[src/rtl/ir_pkg.sv]
// ============================================================================
//  Module   : ir_pkg
//  Purpose  : Shared types and constants for the IR line-sensor scan block:
//             scan state encoding and the default line-detect threshold.
//  Revision : 1.0 - initial release
// ============================================================================
`default_nettype none

package ir_pkg;

    // Scan sequencer states
    typedef enum logic [2:0] {
        ST_IDLE   = 3'd0,
        ST_SETTLE = 3'd1,
        ST_CONV   = 3'd2,
        ST_NEXT   = 3'd3,
        ST_DONE   = 3'd4
    } ir_state_e;

    // Default line-detect threshold for a 12-bit A2D result
    localparam logic [11:0] c_LINE_THRES_DEF = 12'h040;

endpackage

`default_nettype wire

[src/rtl/ir_round_timer.sv]
// ============================================================================
//  Module   : ir_round_timer
//  Purpose  : Free-running round-period counter. Counts 0..ROUND_CYC-1 and
//             wraps; o_tick is high for the single cycle at the final count.
//  Revision : 1.0 - initial release
// ============================================================================
`default_nettype none

module ir_round_timer #(
    parameter int unsigned ROUND_CYC = 262144
) (
    input  logic clk,
    input  logic rst_n,
    output logic o_tick
);

    localparam int unsigned          c_CNT_W = (ROUND_CYC > 1) ? $clog2(ROUND_CYC) : 1;
    localparam logic [c_CNT_W-1:0]   c_LAST  = c_CNT_W'(ROUND_CYC - 1);

    logic [c_CNT_W-1:0] r_cnt;
    logic               w_tick;

    assign w_tick = (r_cnt == c_LAST);
    assign o_tick = w_tick;

    // Round counter: wraps to zero on the tick cycle
    always_ff @(posedge clk or negedge rst_n) begin
        if (!rst_n) begin
            r_cnt <= '0;
        end else if (w_tick) begin
            r_cnt <= '0;
        end else begin
            r_cnt <= r_cnt + c_CNT_W'(1);
        end
    end

endmodule

`default_nettype wire

[src/rtl/ir_scan_ctrl.sv]
// ============================================================================
//  Module   : ir_scan_ctrl
//  Purpose  : Periodic IR line-sensor scan. Each round period the emitters
//             are enabled, allowed to settle, then every channel is converted
//             through the A2D handshake. Results are stored per channel and
//             the strongest channel / line-present flag are published.
//  Config   : IR_OVERSAMPLE_EN - when defined, each channel is converted
//             2**AVG_LOG2 times and the truncated average is stored. When
//             undefined, one conversion per channel is stored directly.
//  Revision : 1.0 - initial release
// ============================================================================
`default_nettype none

module ir_scan_ctrl
    import ir_pkg::*;
#(
    parameter int unsigned      NUM_CH     = 8,
    parameter int unsigned      RES_W      = 12,
    parameter int unsigned      ROUND_CYC  = 262144,
    parameter int unsigned      SETTLE_CYC = 4096,
    parameter logic [RES_W-1:0] LINE_THRES = RES_W'(c_LINE_THRES_DEF),
    parameter int unsigned      AVG_LOG2   = 2
) (
    input  logic                        clk,
    input  logic                        rst_n,
    output logic                        strt_cnv,
    output logic [$clog2(NUM_CH)-1:0]   chnnl,
    input  logic                        cnv_cmplt,
    input  logic [RES_W-1:0]            res,
    output logic                        IR_en,
    output logic [NUM_CH*RES_W-1:0]     ir_vals,
    output logic                        IR_vld,
    output logic                        line_present,
    output logic [$clog2(NUM_CH)-1:0]   max_ch,
    output logic                        scan_ovr
);

    localparam int unsigned          c_CH_W     = $clog2(NUM_CH);
    localparam logic [c_CH_W-1:0]    c_LAST_CH  = c_CH_W'(NUM_CH - 1);
    localparam int unsigned          c_SET_W    = $clog2(SETTLE_CYC + 1);
    localparam logic [c_SET_W-1:0]   c_SET_LAST = c_SET_W'(SETTLE_CYC - 1);
`ifdef IR_OVERSAMPLE_EN
    localparam int unsigned          c_SMP_LOG2 = AVG_LOG2;
`else
    // Averaging compiled out: exactly one sample per channel
    localparam int unsigned          c_SMP_LOG2 = AVG_LOG2 * 0;
`endif
    localparam int unsigned          c_SMP_W    = (c_SMP_LOG2 > 0) ? c_SMP_LOG2 : 1;
    localparam logic [c_SMP_W-1:0]   c_SMP_LAST = c_SMP_W'((1 << c_SMP_LOG2) - 1);

    ir_state_e          r_state;
    ir_state_e          w_state_nxt;
    logic               w_tick;
    logic [c_SET_W-1:0] r_settle;
    logic [c_SMP_W-1:0] r_smp;
    logic [c_CH_W-1:0]  r_chnnl;
    logic               r_strt;
    logic [NUM_CH*RES_W-1:0] r_ir_vals;
    logic [RES_W-1:0]   r_max_val;
    logic [c_CH_W-1:0]  r_run_max_ch;
    logic [c_CH_W-1:0]  r_max_ch;
    logic               r_line;
    logic               r_scan_ovr;
    logic [RES_W-1:0]   w_avg;

    // FSM strobes
    logic w_round_start;
    logic w_sample;
    logic w_final;
    logic w_adv_ch;
    logic w_publish;
    logic w_strt_nxt;
    logic w_ir_en;
    logic w_ir_vld;

    ir_round_timer #(
        .ROUND_CYC (ROUND_CYC)
    ) u_timer (
        .clk    (clk),
        .rst_n  (rst_n),
        .o_tick (w_tick)
    );

    // State register
    always_ff @(posedge clk or negedge rst_n) begin
        if (!rst_n) begin
            r_state <= ST_IDLE;
        end else begin
            r_state <= w_state_nxt;
        end
    end

    // Next-state and control strobes; completions outside CONV are ignored
    always_comb begin
        w_state_nxt   = r_state;
        w_round_start = 1'b0;
        w_sample      = 1'b0;
        w_final       = 1'b0;
        w_adv_ch      = 1'b0;
        w_publish     = 1'b0;
        w_strt_nxt    = 1'b0;
        w_ir_en       = (r_state != ST_IDLE);
        w_ir_vld      = (r_state == ST_DONE);
        case (r_state)
            ST_IDLE: begin
                if (w_tick) begin
                    w_state_nxt   = ST_SETTLE;
                    w_round_start = 1'b1;
                end
            end
            ST_SETTLE: begin
                if (r_settle == c_SET_LAST) begin
                    w_state_nxt = ST_CONV;
                    w_strt_nxt  = 1'b1;
                end
            end
            ST_CONV: begin
                if (cnv_cmplt) begin
                    w_sample = 1'b1;
                    if (r_smp == c_SMP_LAST) begin
                        w_final     = 1'b1;
                        w_state_nxt = ST_NEXT;
                    end else begin
                        w_strt_nxt  = 1'b1;
                    end
                end
            end
            ST_NEXT: begin
                if (r_chnnl == c_LAST_CH) begin
                    w_state_nxt = ST_DONE;
                    w_publish   = 1'b1;
                end else begin
                    w_state_nxt = ST_CONV;
                    w_adv_ch    = 1'b1;
                    w_strt_nxt  = 1'b1;
                end
            end
            ST_DONE: begin
                w_state_nxt = ST_IDLE;
            end
            default: begin
                w_state_nxt = ST_IDLE;
            end
        endcase
    end

`ifdef IR_OVERSAMPLE_EN
    localparam int unsigned c_ACC_W = RES_W + AVG_LOG2;

    logic [c_ACC_W-1:0] r_acc;
    logic [c_ACC_W-1:0] w_sum;

    assign w_sum = r_acc + c_ACC_W'(res);
    // Truncating divide by 2**AVG_LOG2: keep the upper RES_W bits of the sum
    assign w_avg = w_sum[c_ACC_W-1 -: RES_W];

    // Per-channel accumulator, cleared at round start and on channel advance
    always_ff @(posedge clk or negedge rst_n) begin
        if (!rst_n) begin
            r_acc <= '0;
        end else if (w_round_start || w_adv_ch) begin
            r_acc <= '0;
        end else if (w_sample) begin
            r_acc <= w_sum;
        end
    end
`else
    assign w_avg = res;
`endif

    // Scan datapath: counters, channel slots, running maximum, published flags
    always_ff @(posedge clk or negedge rst_n) begin
        if (!rst_n) begin
            r_settle     <= '0;
            r_smp        <= '0;
            r_chnnl      <= '0;
            r_strt       <= 1'b0;
            r_ir_vals    <= '0;
            r_max_val    <= '0;
            r_run_max_ch <= '0;
            r_max_ch     <= '0;
            r_line       <= 1'b0;
            r_scan_ovr   <= 1'b0;
        end else begin
            r_strt     <= w_strt_nxt;
            r_scan_ovr <= w_tick && (r_state != ST_IDLE);

            if (w_round_start) begin
                r_settle     <= '0;
                r_smp        <= '0;
                r_chnnl      <= '0;
                r_max_val    <= '0;
                r_run_max_ch <= '0;
            end

            if (r_state == ST_SETTLE) begin
                r_settle <= r_settle + c_SET_W'(1);
            end

            if (w_sample) begin
                r_smp <= w_final ? '0 : (r_smp + c_SMP_W'(1));
            end

            if (w_final) begin
                for (int k = 0; k < NUM_CH; k++) begin
                    if (r_chnnl == c_CH_W'(k)) begin
                        r_ir_vals[k*RES_W +: RES_W] <= w_avg;
                    end
                end
                // Strict compare keeps the lower channel on ties
                if (w_avg > r_max_val) begin
                    r_max_val    <= w_avg;
                    r_run_max_ch <= r_chnnl;
                end
            end

            if (w_adv_ch) begin
                r_chnnl <= r_chnnl + c_CH_W'(1);
            end

            if (w_publish) begin
                r_max_ch <= r_run_max_ch;
                r_line   <= (r_max_val > LINE_THRES);
            end
        end
    end

    assign strt_cnv     = r_strt;
    assign chnnl        = r_chnnl;
    assign IR_en        = w_ir_en;
    assign ir_vals      = r_ir_vals;
    assign IR_vld       = w_ir_vld;
    assign line_present = r_line;
    assign max_ch       = r_max_ch;
    assign scan_ovr     = r_scan_ovr;

endmodule

`default_nettype wire

[config.mk]
export PLATFORM = sky130hd
export DESIGN_NAME = ir_scan_ctrl
export DESIGN_NICKNAME = d
export VERILOG_FILES = /design/src/rtl/ir_pkg.sv /design/src/rtl/ir_round_timer.sv /design/src/rtl/ir_scan_ctrl.sv
export SDC_FILE = /design/constraint.sdc
export NUM_CORES = 1
export LEC_CHECK = 0
export BUFFER_PORTS_ARGS = -buffer_cell sky130_fd_sc_hd__buf_2
export CAP_MARGIN = 40
export CORE_MARGIN = 1
export CORE_UTILIZATION = 35
export CTS_CLUSTER_DIAMETER = 60
export DETAILED_ROUTE_END_ITERATION = 6
export MAX_ROUTING_LAYER = met4
export PLACE_DENSITY_LB_ADDON = 0.12
export SYNTH_ARGS = -nofsm -noshare
export SYNTH_HDL_FRONTEND = slang
export SYNTH_SLANG_ARGS = --single-unit
[constraint.sdc]
create_clock -name clk -period 2.5 [get_ports clk]
set_input_delay 0.375 -clock clk [delete_from_list [all_inputs] [get_ports clk]]
set_output_delay 0.375 -clock clk [all_outputs]
set_load 0.01 [all_outputs]
**Yosys cells after proc, flatten, opt, wreduce, memory -nomap -nowiden**

Cells that the tools add are included.

- Add/sub/neg operators: 4
- $lt $le $gt $ge: 2
- Equality and inequality tests: 17
- Mux-type cells: 35
- Reductions and logical operators: 16

Operators by type and width:

| operator | count |
|---|---|
| $mux 12 | 3 |
| $mux 3 | 10 |
| $mux 13 | 2 |
| $add 18x1->18 const B | 1 |
| $eq 18x18->1 const B | 1 |
| $mux 18 | 1 |
| $mux 1 | 17 |
| $reduce_and 2->1 | 8 |
| $eq 3x3->1 const B | 5 |
| $add 13x1->13 const B | 1 |
| $eq 13x12->1 const B | 1 |
| $eq 3x2->1 const B | 4 |
| $gt 12x12->1 | 1 |
| $gt 12x7->1 const B | 1 |
| $pmux 3 s4 | 1 |
| $ne 2x2->1 const B | 4 |
| $eq 3x1->1 const B | 2 |
| $logic_not 3->1 | 2 |
| $reduce_bool 2->1 | 3 |
| $reduce_and 4->1 | 1 |
| $add 3x1->3 const B | 1 |
| $pmux 1 s3 | 1 |
| $reduce_bool 3->1 | 1 |
| $add 1x1->1 const B | 1 |
| $logic_and 1x1->1 | 1 |

- Bits in registers: 155
- Input port bits: 15
- Output and inout port bits: 107
- Logic and storage cells: 93

**Longest topological paths before layout**

Gate-level depths: netlist (run 1).

- Depth in word-level cells: 6
- Mapped depth: 8
- Gate-level depth less buffers: 7

**Modules after synthesis**

Synthesis (run 1) repeated with hierarchy kept, for this count alone.

- Cells, all modules: 525
- Area total of the unflattened synthesis: 6711.4 µm²

By module, submodules not included:

| module | times used | cells each | area each (µm²) | seq. area each (µm²) |
|---|---|---|---|---|
| ir_scan_ctrl | 1 | 449 | 5841.9 | 3428.3 |
| ir_round_timer | 1 | 76 | 869.6 | 450.4 |

**Worst setup path after synthesis (run 1)**

Ideal clock, no wire load.

- Kind: input -> register
- From: input res[1]
- To: register r_max_val[10]
- Setup time: 79 ps
- Arrival: 1986 ps
- Data required time: 2421 ps
- Slack: 435 ps
- Cell stages on the path: 7
- Path buffers: 1
- Cell sequence: ha_1 > nor2b_1 > o211ai_1 > a21oi_1 > o41ai_4 > buf_6 > mux2i_1

- Word-level cells in the longest chain between the ends: 3

RTL lines:

| what | line | RTL |
|---|---|---|
| from (decl) | ir_scan_ctrl.sv:29 | `input logic [RES_W-1:0] res,` |
| $gt 12x12->1 | ir_scan_ctrl.sv:211 | `if (w_avg > r_max_val) begin` |
| $mux 12 | ir_scan_ctrl.sv:211 |  |
| $mux 12 | ir_scan_ctrl.sv:204 | `if (w_final) begin` |
| to (signal assigned) | ir_scan_ctrl.sv:212 | `r_max_val <= w_avg;` |
| to (decl) | ir_scan_ctrl.sv:59 | `logic [RES_W-1:0] r_max_val;` |

Every way passes these cells.
A chain may end at the register's enable or synchronous reset.

**Final worst setup path (run 1)**

- From: register r_max_val[1]
- To: register r_max_val[7]

- Word-level cells in the longest chain between the ends: 3

RTL lines:

| what | line |
|---|---|
| $gt 12x12->1 | ir_scan_ctrl.sv:211 |
| $mux 12 | ir_scan_ctrl.sv:211 |
| $mux 12 | ir_scan_ctrl.sv:204 |

Every way passes these cells.

==> impl_results.md, run 1 <==
* Worst-Margin Slew at 0.5538 ns
* Post-cts repair resize count at 0
* Total via count after detailed routing at 4715
* Setup Buffers After CTS at 0
* CTS Buffer Depth at 2
* Skew-Pair Late Insertion Delay at 0.42 ns
* Number of buffers added by the clock tree synthesis step at 17
* RSZ-0062 raised after global routing: false
* Count of unresolved DRC violations after routing at 10
* Outcome: complete, but fails checks
* Most frequent standard cell in the layout excluding fill and tap cells: dfrtp_1
* DR WL/cell at approximately 16 um
* Hold buffer count at CTS at 1
* Top FF cell, synth: dfrtp_1
* Relative slew slack at 62.95%
* H-tree lvl count at 4
* Fraction of the yosys area taken by sequential cells at between 50% and 60%
* Synth Warn # at 0
* Metal3 WL at approximately 830 um
* CP Max Fanout at 15
* Ranking of synthesized cells by area: dfrtp_1 (59%), nand2_1 (6.3%), mux2_2 (6.2%), o21ai_0 (5.3%), ha_1 (3.8%)
* DIE AREA at 0.01932 mm2
* Global Route Usage Sum at 17.70%
* Num rows at slightly below 50
* Fin Clk Skew at 0.007999 ns
* CTS tree: done
* Minimum clock period at around 2.1 ns
* Power dissipated by switching net loads at 1146 uW
* Number of nets with antenna violations after routing at 0
* Root Driver: clkbuf_16
* Top-area cell type share of the netlist area at 59.06%
* Reported max-cap violation count at 0
* Antenna violations before repair at 0
* Commonest cells after routing, fill and taps aside: dfrtp_1 (155), buf_2 (120), nand2_1 (111), o21ai_0 (70), mux2_2 (36)
* Final weighted congestion in routability-driven placement at 0.7919
* Hold Crit Class: in -> reg
* Final slew viol count at 0
* Clock sinks at between 150 and 200
* Largest net degree at the start of global routing at just under 60
* Top metal layer carrying routed signals: met4
* Die outline width at 139.0 um
* Metal-1 WL at between 6000 and 7000 um
* Number of setup violations in the final report at 0
* Net count after synthesis at 628
* Register share of total power at 45.4%
* Fraction of synthesis flops using an asynchronous set or reset pin at 100.0%
* Gate count of the mapped netlist at 593
* End-of-flow core utilization at 45.06%
* Number of I/O port buffers at 121
* Syn Area/Cell at 11.08 um2
* Post-synth top area cell: dfrtp_1
* Net count of the finished layout at 762
* Iteration count of the initial detailed-routing pass at 7
* Part of the cycle the worst path needs at 83.33%
* Capturing element type of the critical path: flop
* Die height at 139.0 um
* Static power due to leakage at roughly 0.0045 uW
* Accumulated negative setup slack at 0 ns
* Number of failing hold endpoints at the final stage at 0
* Required time of the critical path at between 2 and 3 ns
* Number of global-route vias before repair at 4726
* First-pass GRT wire length at 25630 um
* Drt via density at between 4 and 5
* Standard cell core area at ~0.018 mm2
* Initial core utilization at 36.19%
* Iter 0 DRT Violations at 241
* Half-perimeter wire length of the detailed placement result at 11180 um
* Max frequency at about 480 MHz
* Cell Pwr Density at roughly 670 mW/mm2
* GRT Residual Overflow at 0
* Layout cells sized above 1 at 28.92%
* Distinct cell type count of the synthesized netlist at 50
* Clock Pin Slew Worst Setup and Hold Paths at 0.06 ns
* Number of enable-type register cells in the synthesized netlist at 0
* Crit path launch type: flop
* Diode insertion count for antenna repair at 0
* Failing checks: DRC
* Clk pwr share at 52.4%
* Worst voltage drop across the vdd grid at 0.4943 mV
* Count of pins on the block boundary at 122
* Count of non-filler cells in the finished layout at 969
* Path type of the worst setup path: reg -> reg
* Power Internal at 4373 uW
* Arrival time of the worst setup path at around 2.4 ns
* Wire length reported by the detailed router at 15470 um
* Amount of wire on met2 after detailed routing at 7576 um
* Cell count after placement at 936
* Yosys reg bits at about 160
* Combinational power share at under 10%
* Total power at 5519 uW
* Sw Share at between 20% and 30%
* Post-Syn Area at 0.006568 mm2
* Relative area change from synthesis to final layout at 24.52%
power by group through the flow:
stage               sequential [uW]  combinational [uW]  clock (uW)
finish                         2510                 118        2890
global route                   2510                 137        3060
floorplan                      2560                21.9           0
CTS                            2510                 124        2960
detailed placement             2550                 123           0
global placement               2550                 120           0
cell type report:
class                           instances  area (um2)
Fill cell                            1709        9970
Tap cell                              229       286.5
Multi-Input combinational cell        386        2467
Timing Repair Buffer                  139       774.5
Sequential cell                       155        3879
Inverter                               28       105.1
Clock inverter                         12       209.0
Clock buffer                           20       456.7
worst paths after layout:
check                                        from           endpoint  slack [ns]  cells after the start
worst min register to register  u_timer.r_cnt[14]  u_timer.r_cnt[14]        0.46                      1
worst min-delay path                       res[0]         ir_vals[0]        0.25                      2
min in group asynchronous                   rst_n        ir_vals[91]        0.48                      2
worst max-delay path                 r_max_val[1]       r_max_val[7]        0.42                      8
max in group asynchronous                   rst_n        ir_vals[29]        1.28                      3
worst max register to register       r_max_val[1]       r_max_val[7]        0.42                      8
synth_stat cells, types with 2 or more instances:
master / n
a21oi_1: 11
a31oi_1: 6
and3_1: 11
and4_1: 2
buf_2: 6
buf_6: 2
clkbuf_1: 14
dfrtp_1: 155
ha_1: 20
inv_1: 28
mux2_2: 36
mux2i_1: 17
nand2_1: 111
nand3_1: 26
nand4_1: 8
nor2_1: 16
nor2b_1: 4
nor3_1: 5
o211ai_1: 3
o21ai_0: 70
xnor2_1: 9
xor2_1: 5
critical path, stage by stage, from the launching register on:
cell      delay [ns]
dfrtp_1         0.38
inv_1           0.08
ha_1            0.24
nor2b_1         0.14
o211ai_1        0.16
a21oi_1         0.13
o41ai_4         0.32
buf_4           0.33
mux2i_1         0.23
metal layers:
layer	up-vias	GRT usage [%]
met5	-	-
met4	0	5.556
met3	17	4.558
met2	100	28.39
met1	2293	21.86
li1	2305	-
registers in the layout, summed over array words and instances (netlist names):
signal / flops
u_timer.r_cnt: 18
r_state: 3
max_ch: 3
chnnl: 3
r_settle: 13
strt_cnv: 1
line_present: 1
ir_vals: 96
r_run_max_ch: 3
scan_ovr: 1
r_max_val: 12
r_smp: 1
metrics by stage:
step	hold WS (ns)	instance area, um2	worst slack, ns
2_1_floorplan	0.07941	6568	0.4348
3_3_place_gp	0.3713	7502	0.3525
3_5_place_dp	0.3845	7502	0.2569
4_1_cts	0.2312	8178	0.3956
5_1_grt	0.2441	8178	0.2355
6_report	0.2516	8178	0.4167
logic make-up (layout without fill, tap and decap cells):
kind of cell	Yosys count	count (layout)	synth area share, %
AOI/OAI and AO/OA	101	101	8.764
adders and majority gates	20	20	3.810
muxes	53	53	8.764
buffers and inverters	52	199	3.372
and+or+nand+nor	198	198	14.37
DFF	155	155	59.06
xor gates and xnor gates	14	14	1.867
Note: power is estimated with default switching activity, not from simulation.
==> inputs of run 2 (changes only) <==
==> constraint.sdc (replaced) <==
create_clock -name clk -period 2 [get_ports clk]
set_input_delay 0.3 -clock clk [delete_from_list [all_inputs] [get_ports clk]]
set_output_delay 0.3 -clock clk [all_outputs]
set_load 0.01 [all_outputs]
==> impl_results.md, run 2 (same netlist as run 1, synthesis figures left out) <==
* Path type of the worst setup path: reg -> reg
* Fill count at 1719
* Number of global-route vias before repair at 4954
* Critical Path, Cell by Cell: inv_2, ha_4, nor2b_4, o211ai_1, a21oi_2, o41ai_4, clkbuf_16, mux2i_1
* Reg2Reg Launch Point: r_max_val[1]
* Max frequency at 490.5 MHz
* Global Route Usage Sum at 17.61%
* Count of unresolved DRC violations after routing at 11
* Initial core utilization at between 30% and 40%
* Failing checks: DRC, setup timing
* Relative slew slack at 62.41%
* CTS tree: done
* Outcome: complete, but fails checks
* Clock Pin Slew Worst Setup and Hold Paths at 0.06 ns
* Worst Hold End: ir_vals[15]
* Cell Pwr Density at 809.1 mW/mm2
* Number of failing hold endpoints at the final stage at 0
* DR WL/cell at 16.05 um
* Largest net degree at the start of global routing at 52
* GRT Residual Overflow at 0
* Relative area change from synthesis to final layout at 26.42%
* Most frequent standard cell in the layout excluding fill and tap cells: dfrtp_1
* Static power due to leakage at 0.004525 uW
* First-pass GRT wire length at 25890 um
* Final weighted congestion in routability-driven placement at approximately 0.8
* Register-to-register setup slack at -0.04 ns
* Wire length reported by the detailed router at 15670 um
* Die outline width at roughly 140 um
* Layout cells sized above 1 at 30.52%
* Skew-Pair Late Insertion Delay at 0.42 ns
* Count of cells along the worst register-to-register path at 8
* Arrival time of the worst setup path at 2.38 ns
* Critical Path Max Stage Delay at 0.47 ns
* Worst Min Path Start: res[3]
* Number of setup violations in the final report at 10
* Number of nets with antenna violations after routing at 0
* Hold path depth at 2
* Setup slack of the critical path after layout at -0.03856 ns
* Number of I/O port buffers at 121
* Minimum clock period at 2.039 ns
* End of the worst register-to-register path: r_max_val[0]
* Iteration count of the initial detailed-routing pass at 7
* Antenna violations before repair at 0
* Worst voltage drop across the vdd grid at 0.5917 mV
* CP Max Fanout at 7
* Net count of the finished layout at 770
* Root Driver: clkbuf_16
* Die height at between 100 and 150 um
* Setup Buffers After CTS at 0
* CTS Buffer Depth at 2
* Total via count after detailed routing at between 4000 and 5000
* Half-perimeter wire length of the detailed placement result at 11300 um
* Hold Crit Class: in -> reg
* Standard cell core area at 0.01815 mm2
* Final instance area at 0.008303 mm2
* Accumulated negative setup slack at -0.2222 ns
* Number of flip-flops under the largest register name at 96
* Required time of the critical path at 2.34 ns
* RSZ-0062 raised after global routing: true
* Reported max-cap violation count at 0
* Final slew viol count at 0
* Num rows at 49
* Cell type of the slowest stage on the worst timing path: o41ai_4
* Area post-placement at approximately 0.0076 mm2
* Diode insertion count for antenna repair at 0
* Worst hold slack across all endpoints at approximately 0.17 ns
* Number of buffers added by the clock tree synthesis step at 17
* Count of pins on the block boundary at 122
* H-tree lvl count at 4
* Worst-Margin Slew at 0.5617 ns
* Commonest cells after routing, fill and taps aside: dfrtp_1 (155), buf_2 (120), nand2_1 (111), o21ai_0 (70), mux2_2 (36)
* Clock sinks at around 160
* Capturing element type of the critical path: flop
* Crit path launch type: flop
* DP Worst Slack at -0.03043 ns
* Drt via density at just under 5
* Fin Clk Skew at 0.006758 ns
* DIE AREA at 0.01932 mm2
* Part of the cycle the worst path needs at 101.9%
* Iter 0 DRT Violations at 264
run 2: changes by cell type in the layout (fill, tap and decap cells not counted), sizes merged:
| cell | change |
|---|---|
| buf | +7 |
| clkbuf | -1 |
| bufinv | -1 |
| clkinv | +2 |
run 2: worst max path at each step:
| stage | end | cells past startpoint | from |
|---|---|---|---|
| CTS | r_run_max_ch[1] | 8 | r_max_val[1] |
| global placement | r_max_val[5] | 8 | res[1] |
| floorplan | r_max_val[10] | 8 | r_max_val[1] |
| finish | r_max_val[0] | 8 | r_max_val[1] |
| detailed placement | r_run_max_ch[1] | 8 | res[1] |
| global route | r_max_val[11] | 8 | r_max_val[1] |
run 2: metrics by stage:
| stage | std cells | utilization (%) | power (uW) |
|---|---|---|---|
| CTS | 975 | 45.43 | 6802 |
| floorplan | 593 | - | 3222 |
| finish | 976 | 45.75 | 6718 |
| global route | 976 | 45.75 | 6943 |
| global placement | 943 | 41.91 | 3349 |
| detailed placement | 943 | 41.91 | 3352 |
run 2: layer usage:
layer	share of wire (%)	wire, um	GRT usage [%]
met1	44	6907	21.70
met3	5.0	782	4.144
met5	0	0	-
met2	50	7799	28.63
met4	1.1	180	5.497
run 2: layout make-up:
| type | instances | area [um2] | area share [%] |
|---|---|---|---|
| multi-input combinational | 386 | 2501 | 30.12 |
| clock inverter | 13 | 190.2 | 2.291 |
| clock buffer | 18 | 439.2 | 5.289 |
| inverter | 28 | 105.1 | 1.266 |
| timing repair buffer | 147 | 902.1 | 10.86 |
| sequential | 155 | 3879 | 46.71 |
| tap | 229 | 286.5 | 3.451 |
run 2: where the power goes:
part	internal, uW	switching (uW)	leakage, uW
clock	2130	1300	0.000307
combinational	38.0	119	0.00216
sequential	3140	0	0.00205
run 2: worst max-delay path: cells and delay by family, from the launching register on:
kind / cells / cell delay [ns]
buffers and inverters: 2 / 0.34
muxes: 1 / 0.18
AOI/OAI and AO/OA: 3 / 0.75
and+or+nand+nor: 1 / 0.12
DFF: 1 / 0.39
adders and majority gates: 1 / 0.20
run 2: timing repair:
item / 4_1_cts / 5_1_grt
hold buffers: 1 / 0
endpoints found under the hold margin: 47 / 0
gates resized for setup: 0 / 7
setup endpoints to repair: 0 / 16
